**config.mk**
```make
export PLATFORM = sky130hd
export DESIGN_NAME = regfile_wport_arb
export DESIGN_NICKNAME = d
export VERILOG_FILES = /design/src/rtl/regfile_pkg.sv /design/src/rtl/wb_rr_arbiter.sv /design/src/rtl/regfile_wport_arb.sv
export SDC_FILE = /design/constraint.sdc
export NUM_CORES = 1
export LEC_CHECK = 0
export BUFFER_PORTS_ARGS = -buffer_cell sky130_fd_sc_hd__buf_2
export CAP_MARGIN = 40
export CORE_MARGIN = 10
export CORE_UTILIZATION = 30
export CTS_CLUSTER_DIAMETER = 40
export DETAILED_ROUTE_END_ITERATION = 12
export GPL_TIMING_DRIVEN = 0
export MAX_ROUTING_LAYER = met4
export PLACE_DENSITY = 0.75
export RECOVER_POWER = 25
export SLEW_MARGIN = 5
export SYNTH_ARGS = -nofsm -noshare
export SYNTH_HDL_FRONTEND = slang
export SYNTH_SLANG_ARGS = --single-unit
export TNS_END_PERCENT = 100
```
**constraint.sdc**
```tcl
create_clock -name clk -period 1.9 [get_ports clk]
set_clock_uncertainty 0.2 [all_clocks]
set_input_delay 0.285 -clock clk [delete_from_list [all_inputs] [get_ports clk]]
set_output_delay 0.285 -clock clk [all_outputs]
set_load 0.005 [all_outputs]
```
**src/rtl/regfile_pkg.sv**
```systemverilog
// Shared types and constants for the register-file writeback path.
// Round-robin arbitration is enabled by defining WB_ARB_RR_EN.
package regfile_pkg;

    localparam int REG_AW   = 5;
    localparam int REG_DW   = 32;
    localparam int WB_NREQ  = 3;
    localparam int WB_IDX_W = 2;

    typedef enum logic [WB_IDX_W-1:0] {
        WB_ALU = 2'd0,
        WB_MEM = 2'd1,
        WB_MDU = 2'd2
    } wb_src_e;

    typedef struct packed {
        logic [REG_AW-1:0] addr;
        logic [REG_DW-1:0] data;
    } wb_req_t;

    // Successor of a requester index, wrapping at nreq.
    function automatic logic [WB_IDX_W-1:0] wb_ptr_next(input logic [WB_IDX_W-1:0] idx,
                                                        input int nreq);
        logic [WB_IDX_W-1:0] nxt;
        if (int'(idx) + 1 >= nreq) begin
            nxt = '0;
        end else begin
            nxt = idx + 1'b1;
        end
        return nxt;
    endfunction

endpackage

```
**src/rtl/wb_rr_arbiter.sv**
```systemverilog
// Writeback-port arbiter: fixed priority (index 0 highest) by default,
// round-robin from ptr when WB_ARB_RR_EN is defined.
module wb_rr_arbiter
    import regfile_pkg::*;
#(
    parameter int NREQ = WB_NREQ
) (
    input  logic [NREQ-1:0]     req,
    input  logic [WB_IDX_W-1:0] ptr,
    input  logic                hold,
    output logic [NREQ-1:0]     gnt,
    output logic [WB_IDX_W-1:0] gnt_idx,
    output logic [WB_IDX_W-1:0] ptr_nxt
);

    logic found;

    always_comb begin
        gnt     = '0;
        gnt_idx = '0;
        found   = 1'b0;
`ifdef WB_ARB_RR_EN
        // Visit requesters in the order ptr, ptr+1, ... wrapping at NREQ.
        for (int k = 0; k < NREQ; k++) begin
            for (int j = 0; j < NREQ; j++) begin
                if (!found && req[j] && (j == (int'(ptr) + k) % NREQ)) begin
                    found   = 1'b1;
                    gnt[j]  = 1'b1;
                    gnt_idx = WB_IDX_W'(j);
                end
            end
        end
`else
        for (int j = 0; j < NREQ; j++) begin
            if (!found && req[j]) begin
                found   = 1'b1;
                gnt[j]  = 1'b1;
                gnt_idx = WB_IDX_W'(j);
            end
        end
`endif
        if (hold) begin
            gnt   = '0;
            found = 1'b0;
        end
    end

`ifdef WB_ARB_RR_EN
    assign ptr_nxt = found ? wb_ptr_next(gnt_idx, NREQ) : ptr;
`else
    assign ptr_nxt = ptr;
`endif

endmodule

```
**src/rtl/regfile_wport_arb.sv**
```systemverilog
// Shares the register-file write port (we3/wa3/wd3) between NREQ writeback
// sources with one registered write per cycle. Macro WB_ARB_RR_EN selects round-robin.
module regfile_wport_arb
    import regfile_pkg::*;
#(
    parameter int NREQ = WB_NREQ,
    parameter int AW   = REG_AW,
    parameter int DW   = REG_DW
) (
    input  logic                clk,
    input  logic                reset_n,
    input  logic [NREQ-1:0]     req_valid,
    input  logic [NREQ*AW-1:0]  req_addr,
    input  logic [NREQ*DW-1:0]  req_data,
    output logic [NREQ-1:0]     req_ready,
    input  logic                wb_hold,
    output logic                we3,
    output logic [AW-1:0]       wa3,
    output logic [DW-1:0]       wd3,
    output logic [WB_IDX_W-1:0] grant_id
);

    logic [NREQ-1:0]     gnt;
    logic [WB_IDX_W-1:0] gnt_idx;
    logic [WB_IDX_W-1:0] ptr_q;
    logic [WB_IDX_W-1:0] ptr_nxt;

    logic                accept_p0;
    logic [AW-1:0]       addr_p0;
    logic [DW-1:0]       data_p0;

    logic                vld_p1;
    logic [AW-1:0]       addr_p1;
    logic [DW-1:0]       data_p1;
    logic [WB_IDX_W-1:0] gid_p1;

    wb_rr_arbiter #(
        .NREQ (NREQ)
    ) u_arb (
        .req     (req_valid),
        .ptr     (ptr_q),
        .hold    (wb_hold),
        .gnt     (gnt),
        .gnt_idx (gnt_idx),
        .ptr_nxt (ptr_nxt)
    );

    // ---- p0: arbitration, handshake and write selection ----
    assign req_ready = reset_n ? gnt : '0;
    assign accept_p0 = |req_ready;

    always_comb begin
        addr_p0 = '0;
        data_p0 = '0;
        for (int i = 0; i < NREQ; i++) begin
            if (gnt[i]) begin
                addr_p0 = req_addr[i*AW +: AW];
                data_p0 = req_data[i*DW +: DW];
            end
        end
    end

`ifdef WB_ARB_RR_EN
    always_ff @(posedge clk or negedge reset_n) begin
        if (!reset_n) begin
            ptr_q <= '0;
        end else if (accept_p0) begin
            ptr_q <= ptr_nxt;
        end
    end
`else
    logic [WB_IDX_W-1:0] unused_ptr_nxt;
    assign ptr_q          = '0;
    assign unused_ptr_nxt = ptr_nxt;
`endif

    // ---- p1: registered write, also the forwarding source ----
    // Writes to r0 complete the handshake but never raise we3.
    always_ff @(posedge clk or negedge reset_n) begin
        if (!reset_n) begin
            vld_p1  <= 1'b0;
            addr_p1 <= '0;
            data_p1 <= '0;
            gid_p1  <= '0;
        end else begin
            vld_p1 <= accept_p0 && (addr_p0 != '0);
            if (accept_p0) begin
                addr_p1 <= addr_p0;
                data_p1 <= data_p0;
                gid_p1  <= gnt_idx;
            end
        end
    end

    assign we3      = vld_p1;
    assign wa3      = addr_p1;
    assign wd3      = data_p1;
    assign grant_id = gid_p1;

endmodule
```
==> flow_summary_export.csv <==
group,metric,value,unit
status,status,"complete, no violations",
cells_and_area,nets,472,
synthesis,syn_nets,303,
placed_design,placedInstanceArea,0.00290,mm^2
sta,setup_violations,0,
cts,htree_levels,2,
sta,worst_slew_pin_slew,0.692,ns
cts,post_cts.repair.setup_buffers,0,
cts,cts_tree,"built",
die,core_region_area,0.00639,mm^2
placed_design,place_hpwl,6620,um
sta,slew_headroom,53.7,%
drt,wl_per_cell,19.0,um
cts,cts.sinks,40,
drt,wirelength,8250,um
global_route,grt_pass1_wl,13200,um
setup_path,crit_chain,"buf_2, nor4b_4, buf_6, and2_1, buf_2",
global_route,grt_max_degree,26,
setup_path,critPathSlowestCell,"nor4b_4",
global_route,grt_pass1_vias,2572,
sta,finalHoldViolations,0,
die,fp.dieW,101,um
setup_path,path_class,"in2out",
sta,rsz0062_at_grt,"false",
setup_path,slowest_delay,0.42,ns
job,drv_cap,0,
drt,ant_nets,0,
cts,root_buffer,"clkbuf_8",
synthesis,syn_area,0.00198,mm^2
synthesis,yosys_register_bits,40,
global_route,grt_overflow,0,
pwr,p_leak,1.57,nW
setup_path,crit_path_frequent_cell,"buf_2",
global_route,grtUsageTotal,16.4,%
cells_and_area,fin_area,0.00301,mm^2
setup_path,end_kind,"primary output",
sta,drv_slew,0,
sta,setup_tns,0,ns
die,die_area,0.0103,mm^2
sta,min_period,1.79,ns
synthesis,ys_seq_area_share,50.5,%
pwr,ir_drop,0.396,mV
drt,vias,2292,
setup_path,cp-startpoint,"req_valid[0]",
setup_path,crit-reg2reg-launch,"wd3[19]",
synthesis,synthCells,186,
hold_path,min_path_type,"in2reg",
synthesis,ys_warn_count,0,
sta,fmax,557,MHz
drt,first_pass_iters,8,
drt,drt_iter0_drc,192,
pwr,p_per_area,750,mW/mm^2
die,start_util,31.1,%
setup_path,arrival,1.31,ns
synthesis,ys_types,18,
die,placementRows,29,
synthesis,syn_avg_cell_area,10.7,um^2
cts,cts_buffers,5,
drt,viasPerCell,5.28,
cts,clock_latency,0.29,ns
setup_path,cp.required,1.41,ns
sta,finalCritPeriodShare,94.4,%
global_route,antenna_found_initial,1,
cells_and_area,area_growth,51.7,%
drt,remaining_drc_errors,0,
cts,cts_buffer_depth,2,
cells_and_area,layout-drive-gt1-share,51.7,%
setup_path,path_max_fanout,10,
placed_design,gp_congestion,0.745,
die,ios,160,
setup_path,worst_setup_path_start_kind,"input pin",
cells_and_area,fillers,657,
placed_design,port_buffers,159,
cts,clk_pin_slew,0.08,ns
hold_path,hold_start,"req_data[84]",
die,die_h,101,um
==> placed cells by master (no fill, tap or decap), types with 3 or more instances in the layout <==
cell,Yosys,routed
a221o_1,3,3
o21ai_1,33,33
and2_1,4,4
o21ai_0,7,7
clkbuf_1,1,8
buf_6,7,7
a222oi_1,34,34
nand2_1,37,37
dfrtp_1,40,40
buf_2,10,163
clkbuf_8,0,5
==> critical path, delay by kind of cell <==
family	cells	cell delay (ns)
buffers and inverters	3	0.45
AND/OR/NAND/NOR	2	0.57
==> stage by stage <==
| step | hold slack [ns] | setup WS, ns | total power, mW | utilization (%) | cells |
|---|---|---|---|---|---|
| after floorplan | -0.211 | 0.390 | 1.26 | - | 186 |
| after global placement | 0.256 | -0.268 | 1.58 | 45.0 | 422 |
| after detailed placement | 0.0780 | 0.0104 | 1.61 | 45.3 | 423 |
| after CTS | 0.0623 | 0.0487 | 2.30 | 47.3 | 433 |
| after global routing | 0.0840 | 0.0154 | 2.40 | 47.1 | 434 |
| final | 0.0669 | 0.106 | 2.26 | 47.1 | 434 |
==> area by class of cell <==
type / count / area (um^2) / share of cell area [%]
diodes: 1 / 2.50 / 0.0832
repair buffers: 162 / 813 / 27.0
plain buffers: 20 / 148 / 4.91
multi-input cells: 126 / 840 / 27.9
well taps: 77 / 96.3 / 3.20
flip-flops and latches: 40 / 1000 / 33.3
clock inverters: 2 / 35.0 / 1.16
clock buffers: 6 / 72.6 / 2.41
==> Yosys cell counts <==
cell type | instances | area [um^2]
o21ai_0 | 7 | 35.0
a21o_1 | 2 | 15.0
nor2b_2 | 1 | 8.76
buf_4 | 2 | 15.0
buf_6 | 7 | 78.8
a41oi_1 | 1 | 8.76
and2_1 | 4 | 25.0
buf_2 | 10 | 50.1
dfrtp_1 | 40 | 1000
clkbuf_1 | 1 | 3.75
a222oi_1 | 34 | 340
nor4b_4 | 1 | 23.8
o31ai_4 | 1 | 21.3
a221o_1 | 3 | 30.0
or4b_1 | 1 | 10.0
o21ai_1 | 33 | 165
nand2_1 | 37 | 139
nor3b_2 | 1 | 12.5
==> sequential cells by signal, summed over array words and instances, names as in the netlist <==
signal and cells:
wa3 5, grant_id 2, we3 1, wd3 32
==> cell families (layout without fill, tap and decap cells) <==
kind of cell	Yosys count	in the layout	share of synthesized area (%)
AND/OR/NAND/NOR	45	45	11.0
buffers and inverters	20	190	7.44
AO/OA/AOI/OAI	81	81	31.0
flip-flops	40	40	50.5
other	0	1	0
==> report_power, final <==
group,total [mW],internal [mW],switching [mW]
logic,0.551,0.279,0.272
clock network,0.681,0.390,0.291
registers,1.03,0.969,0.0565
==> what timing repair did <==
action	in CTS	in global routing
endpoints found under the hold margin	15	0
hold buffers	2	0
endpoints found under the setup margin	0	1
resized for setup	0	1
==> routing by layer <==
layer | vias up | routed length [um] | GRT usage, % | share of wire, %
met4 | 0 | 115 | 3.97 | 1.4
met5 | - | 0 | - | 0
met2 | 106 | 4120 | 26.7 | 50
li1 | 1079 | - | - | -
met3 | 12 | 617 | 4.29 | 7.5
met1 | 1095 | 3400 | 19.6 | 41
==> path summary, 6_finish.rpt <==
kind | endpoint | slack, ns | cells past startpoint
max in group asynchronous | wd3[9] | 0.37 | 3
min | wd3[20] | 0.07 | 3
max reg2reg | wd3[19] | 1.06 | 2
min reg2reg | wa3[4] | 0.28 | 2
min in group asynchronous | wd3[23] | 0.63 | 2
max | req_ready[2] | 0.11 | 5
Power figures use the tool's default switching activity.
